File: src/rtl/mem_arbiter.sv
// rtl/mem_arbiter.sv - two-port round-robin arbiter/sequencer for the unified memory
//
// Ports:
//   clk, reset          rising-edge clock, asynchronous active-low reset
//   req0/we0/adr0/wd0   core request, write enable, byte address, write data
//   rdy0                one-cycle completion pulse to the core
//   req1/we1/adr1/wd1   loader/DMA request port, same meanings
//   rdy1                one-cycle completion pulse to the loader
//   rdata               data of the most recent completed read
//   gnt                 index of the port currently or most recently granted
//   mem_adr/mem_wd      memory address / write data (zero outside an access)
//   mem_we              memory write strobe (first access cycle of a write only)
//   mem_rd              memory read data, valid MEM_LAT cycles after mem_adr
module mem_arbiter #(
    parameter int AW      = 32,
    parameter int DW      = 32,
    parameter int MEM_LAT = 1
) (
    input  logic          clk,
    input  logic          reset,
    input  logic          req0,
    input  logic          we0,
    input  logic [AW-1:0] adr0,
    input  logic [DW-1:0] wd0,
    output logic          rdy0,
    input  logic          req1,
    input  logic          we1,
    input  logic [AW-1:0] adr1,
    input  logic [DW-1:0] wd1,
    output logic          rdy1,
    output logic [DW-1:0] rdata,
    output logic          gnt,
    output logic [AW-1:0] mem_adr,
    output logic [DW-1:0] mem_wd,
    output logic          mem_we,
    input  logic [DW-1:0] mem_rd
);

    typedef enum logic [1:0] {
        IDLE   = 2'd0,
        ACCESS = 2'd1,
        DONE   = 2'd2
    } state_t;

    localparam logic [3:0] LAST = 4'(MEM_LAT - 1);

    state_t        state;
    logic [3:0]    cnt;
    logic          lat_we;
    logic [AW-1:0] lat_adr;
    logic [DW-1:0] lat_wd;
    logic          pick;

    // Port chosen if a grant happens this cycle; on a tie the port that was
    // not granted last time wins, so continuous contention alternates.
    always_comb begin
        pick = gnt;
        if (req0 && req1) begin
            pick = ~gnt;
        end else if (req0) begin
            pick = 1'b0;
        end else if (req1) begin
            pick = 1'b1;
        end
    end

    always_ff @(posedge clk or negedge reset) begin
        if (!reset) begin
            state   <= IDLE;
            cnt     <= 4'd0;
            lat_we  <= 1'b0;
            lat_adr <= '0;
            lat_wd  <= '0;
            rdy0    <= 1'b0;
            rdy1    <= 1'b0;
            rdata   <= '0;
            gnt     <= 1'b1;
            mem_adr <= '0;
            mem_wd  <= '0;
            mem_we  <= 1'b0;
        end else begin
            case (state)
                IDLE: begin
                    rdy0 <= 1'b0;
                    rdy1 <= 1'b0;
                    if (req0 || req1) begin
                        gnt     <= pick;
                        lat_we  <= pick ? we1  : we0;
                        lat_adr <= pick ? adr1 : adr0;
                        lat_wd  <= pick ? wd1  : wd0;
                        // Outputs are registered, so load them now to have
                        // them valid during the first ACCESS cycle.
                        mem_adr <= pick ? adr1 : adr0;
                        mem_wd  <= pick ? wd1  : wd0;
                        mem_we  <= pick ? we1  : we0;
                        cnt     <= 4'd0;
                        state   <= ACCESS;
                    end
                end
                ACCESS: begin
                    mem_we <= 1'b0;
                    cnt    <= cnt + 4'd1;
                    if (cnt == LAST) begin
                        if (!lat_we) begin
                            rdata <= mem_rd;
                        end
                        mem_adr <= '0;
                        mem_wd  <= '0;
                        rdy0    <= ~gnt;
                        rdy1    <= gnt;
                        state   <= DONE;
                    end else begin
                        mem_adr <= lat_adr;
                        mem_wd  <= lat_wd;
                    end
                end
                DONE: begin
                    rdy0  <= 1'b0;
                    rdy1  <= 1'b0;
                    state <= IDLE;
                end
                default: begin
                    rdy0    <= 1'b0;
                    rdy1    <= 1'b0;
                    mem_we  <= 1'b0;
                    mem_adr <= '0;
                    mem_wd  <= '0;
                    state   <= IDLE;
                end
            endcase
        end
    end

endmodule

File: config.mk
export PLATFORM = sky130hd
export DESIGN_NAME = mem_arbiter
export DESIGN_NICKNAME = d
export VERILOG_FILES = /design/src/rtl/mem_arbiter.sv
export SDC_FILE = /design/constraint.sdc
export NUM_CORES = 1
export LEC_CHECK = 0
export CAP_MARGIN = 20
export CORE_MARGIN = 5
export CORE_UTILIZATION = 42
export CTS_BUF_LIST = sky130_fd_sc_hd__clkbuf_2 sky130_fd_sc_hd__clkbuf_4 sky130_fd_sc_hd__clkbuf_8
export CTS_CLUSTER_DIAMETER = 100
export DETAILED_ROUTE_END_ITERATION = 8
export GPL_ROUTABILITY_DRIVEN = 0
export PLACE_DENSITY = 0.79
export SLEW_MARGIN = 20
export SYNTH_ARGS = -nofsm -noshare
export SYNTH_HDL_FRONTEND = slang
export SYNTH_SLANG_ARGS = --single-unit
File: constraint.sdc
create_clock -name clk -period 1.9 [get_ports clk]
set_input_delay 0.285 -clock clk [delete_from_list [all_inputs] [get_ports clk]]
set_output_delay 0.285 -clock clk [all_outputs]
set_load 0.01 [all_outputs]
# After elaboration in Yosys (flattened, before gate mapping)
# Cells that the tools add are included.
totals:
  regBits: 171
  latchBits: 0
  mem_bits_rw: 0
  rom_bits: 0
  input_bits: 166
  output_inout_bits: 100
  n_memories: 0
op_classes:
  addsub: 1
  n_mul: 0
  div: 0
  n_lt_le_gt_ge: 0
  n_eq_ne: 4
  shift: 0
  muxes: 23
  bitwise_logic: 3
  n_reduce_logical: 10
op_table:
  columns: ["op", "count"]
  rows:
  - ["$mux 32", 6]
  - ["$pmux 32 s3", 2]
  - ["$mux 1", 9]
  - ["$pmux 4 s2", 1]
  - ["$reduce_and 2->1", 4]
  - ["$add 4x1->4 const B", 1]
  - ["$logic_not 4->1", 1]
  - ["$mux 2", 2]
  - ["$mux 4", 1]
  - ["$ne 2x2->1 const B", 2]
  - ["$pmux 2 s2", 1]
  - ["$not 1->1", 3]
  - ["$reduce_and 3->1", 1]
  - ["$eq 2x1->1 const B", 1]
  - ["$eq 2x2->1 const B", 1]
  - ["$logic_not 2->1", 1]
  - ["$pmux 1 s2", 1]
  - ["$reduce_bool 2->1", 1]
  - ["$logic_and 1x1->1", 1]
  - ["$logic_or 1x1->1", 1]

# Depth between registers and ports, before layout
depth:
  word_depth: 6
  ltp_mapped: 9
  depth_no_buf: 6

# Worst setup path before layout
# OpenSTA, ideal clock, no wires.
synth_path:
  path_type: "reg-to-reg"
  startpoint: "register cnt[0]"
  endpoint: "register rdata[11]"
  arrival_ns: 1.788
  t_required_ns: 1.775
  setup_slack_ns: -0.013
  stages_incl_launch_ff: 8
  n_path_buf: 2
  synth_period_minus_slack_ns: 1.913
  path_cell_list: "dfrtp_1 > inv_1 > ha_1 > or3b_1 > buf_6 > nor3_4 > buf_6 > mux2_4"
synth_via:
  elab_chain_len: 2
synth_lines:
  columns: ["item", "line_no", "rtl"]
  rows:
  - ["start, declared", "48", "logic [3:0] cnt;"]
  - ["start signal, assigned", "102", "cnt <= cnt + 4'd1;"]
  - ["$logic_not 4->1", "103", "if (cnt == LAST) begin"]
  - ["$reduce_and 3->1 (no line)", null, null]
  - ["end signal, assigned", "105", "rdata <= mem_rd;"]
  - ["end, declared", "31", "output logic [DW-1:0] rdata,"]
# Every way passes these cells.
# A chain may end at the register's enable or synchronous reset.

# Worst setup path after layout
layout_path:
  startpoint: "register cnt[1]"
  endpoint: "register rdata[2]"
# Same word-level chain as after synthesis.

==> results.json <==
{
  "vias": 5563,
  "utilization": 0.624,
  "synth_nets": 779,
  "grt_max_degree": 79,
  "clk_pin_slew_ns": 0.09,
  "top_layer": "met4",
  "num_io_pins": 266,
  "cts_tree": "built",
  "met3_length_um": 1620,
  "vdd_drop_max_mv": 0.759,
  "yosys_register_bits": 171,
  "layout-drive-gt1-share": 0.106,
  "startpoint": "cnt[1]",
  "hold_class": "input port to asynchronous set/reset pin",
  "rows": 48,
  "worstMarginPinSlew_ns": 0.477,
  "max_freq_mhz": 531,
  "cts-root-buf": "clkbuf_8",
  "chipHeight_um": 141,
  "chipWidth_um": 141,
  "reg2regPathDepth": 6,
  "grt_overflow": 0,
  "cp.arrival_ns": 2.22,
  "track_usage": 0.188,
  "slowest_stage": "or3b_4",
  "vias_per_cell": 5.02,
  "clk_latency_ns": 0.44,
  "synth.avg_cell_area_um2": 11.9,
  "drt-wirelength-per-cell_um": 16.6,
  "max_slew_margin": 0.680,
  "postRouteAntennaNets": 0,
  "yosysWarnings": 0,
  "max_stage_delay_ns": 0.40,
  "htree_levels": 4,
  "clock_path_buffers": 2,
  "route.detailed.drc": 0,
  "cellPowerDensity_nw_per_um2": 1560,
  "grt_pass1_wl_um": 30000,
  "path_buf_inv": 2,
  "reg2reg_slack_ns": 0.02,
  "async_flop_share": 1.00,
  "final_hold_viol_count": 0,
  "nets": 1039,
  "maxCapViolations": 0,
  "fin_skew_ns": 0.0156,
  "synth_edf_count": 0,
  "initial_core_util": 0.424,
  "die-area_um2": 20000,
  "layout_setup_ws_ns": 0.0156,
  "fin_crit_ns": 1.88,
  "crit_path_cell_trace": "inv_1 > ha_1 > or3b_4 > nor3_4 > buf_12 > mux2_2",
  "syn_to_final_growth_pct": 47.2,
  "start_kind": "flip-flop",
  "postCtsSetupBuffers": 0,
  "grt_pass1_vias": 5738,
  "grt_setup_unrepaired": "yes",
  "final_cells": 1109,
  "synth_cells": 611,
  "syn_area_um2": 7250,
  "fp.coreArea_um2": 17100,
  "drt_first_pass_iters": 7,
  "place_ws_ns": -0.0149,
  "antenna_found_initial": 0,
  "clock_sinks": 171,
  "outcome": "completed",
  "crit_family": "simple AND/OR/NAND/NOR gates",
  "io_buffers": 265,
  "finalMaxSlewViolations": 0,
  "n_antenna_cell": 0,
  "dp_hpwl_um": 13500,
  "period_share": 0.992,
  "cp-end-kind": "flip-flop",
  "criticalPathCategory": "flip-flop to flip-flop",
  "cp.required_ns": 2.23,
  "regToRegEndpoint": "rdata[2]",
  "fillers": 1416,
  "drtIter0Drc": 257,
  "wirelength_um": 18500,
  "synth_seq_area_share": 0.590,
  "cp_max_fo": 32,
  "wl_met2_um": 9020,
  "p_total_uw": 16700,
  "leakage_uw": 0.00458,
  "setup_viol": 0,
  "dp.cells": 1076,
  "ys_types": 32,
  "drt-met1-wl_um": 7570,
  "cts_buffers": 17,
  "timing.rr.start": "cnt[1]",
  "tns_ns": 0,
  "synth_ff_type": "dfrtp_1"
}
-- worst max path at each step --
stage	endpoint	slack [ns]	cells past startpoint
after global routing	rdata[2]	-0.06	6
after floorplan	rdata[11]	-0.01	7
final	rdata[2]	0.02	6
after detailed placement	lat_wd[29]	-0.01	5
after global placement	lat_wd[5]	0.02	5
after CTS	rdata[2]	0.005	6
-- worst register-to-register path, cell delays in order (launching register included) --
cell	delay, ns
dfrtp_1	0.39
inv_1	0.06
ha_1	0.12
or3b_4	0.40
nor3_4	0.16
buf_12	0.27
mux2_2	0.38
-- cell families (layout without fill, tap and decap cells) --
group | after synthesis | count (layout) | synth area share
AND/OR/NAND/NOR | 89 | 89 | 0.0514
flip-flops | 171 | 171 | 0.590
buffers and inverters | 49 | 322 | 0.0404
AO/OA/AOI/OAI | 200 | 200 | 0.161
XOR/XNOR | 2 | 2 | 0.00242
adder cells (fa/ha/maj) | 2 | 2 | 0.00345
multiplexers | 98 | 98 | 0.151
-- cells in the final DEF (no fill, tap or decap), types with 4 or more instances in the layout --
cell	n
clkdlybuf4s50_1	263
dfrtp_1	170
o21ai_0	81
nand2_1	71
mux2i_1	66
a22oi_1	64
o21ai_1	52
mux2_4	22
clkbuf_8	17
buf_12	13
mux2_2	9
buf_4	9
nor2_1	7
inv_6	4
-- final cells by class --
class / count / area (um2) / share of cell area
multi-input cells: 391 / 2700 / 0.253
well taps: 225 / 282 / 0.0264
inverters: 2 / 7.51 / 0.000703
flip-flops and latches: 171 / 4280 / 0.401
repair buffers: 288 / 2990 / 0.280
clock buffers: 19 / 249 / 0.0233
clock inverters: 13 / 164 / 0.0154
-- state kept, by name, indices dropped and copies added (netlist names) --
| signal | count |
|---|---|
| mem_wd | 32 |
| lat_wd | 32 |
| rdy0 | 1 |
| lat_we | 1 |
| rdata | 32 |
| rdy1 | 1 |
| mem_adr | 32 |
| lat_adr | 32 |
| mem_we | 1 |
| gnt | 1 |
| cnt | 4 |
| state | 2 |
-- timing repair --
item | CTS | global route
endpoints found under the hold margin | 37 | 0
endpoints found under the setup margin | 12 | 20
pin swaps | 0 | 0
gates resized for setup | 2 | 1
hold buffers | 1 | 0
-- through the flow --
stage / instance area (um2) / hold slack, ns
4_1_cts: 10700 / 0.312
3_5_place_dp: 10200 / 0.251
6_report: 10700 / 0.338
2_1_floorplan: 7250 / -0.0106
5_1_grt: 10700 / 0.361
3_3_place_gp: 10200 / 0.247
-- metal layers --
metal  vias to the layer above  track usage
met5                         -            0
met4                         0       0.0505
met3                        20       0.0664
met2                       187        0.317
met1                      2649        0.232
li1                       2707            -
-- report_power, final --
part	switching [uW]	internal (uW)
combinational	3600	4130
sequential	919	5340
clock	1330	1340
total	5850	10800
-- synthesized netlist by cell type, types with 4 or more instances --
master	number	area, um2
buf_2	9	45.0
o21ai_0	81	405
buf_6	11	124
mux2_2	11	124
a22oi_1	64	480
mux2i_1	66	661
nor2_1	7	26.3
clkbuf_1	21	78.8
nand2_1	71	267
buf_4	4	30.0
mux2_4	20	300
o21ai_1	53	265
dfrtp_1	170	4250
Note: power is estimated with default switching activity, not from simulation.
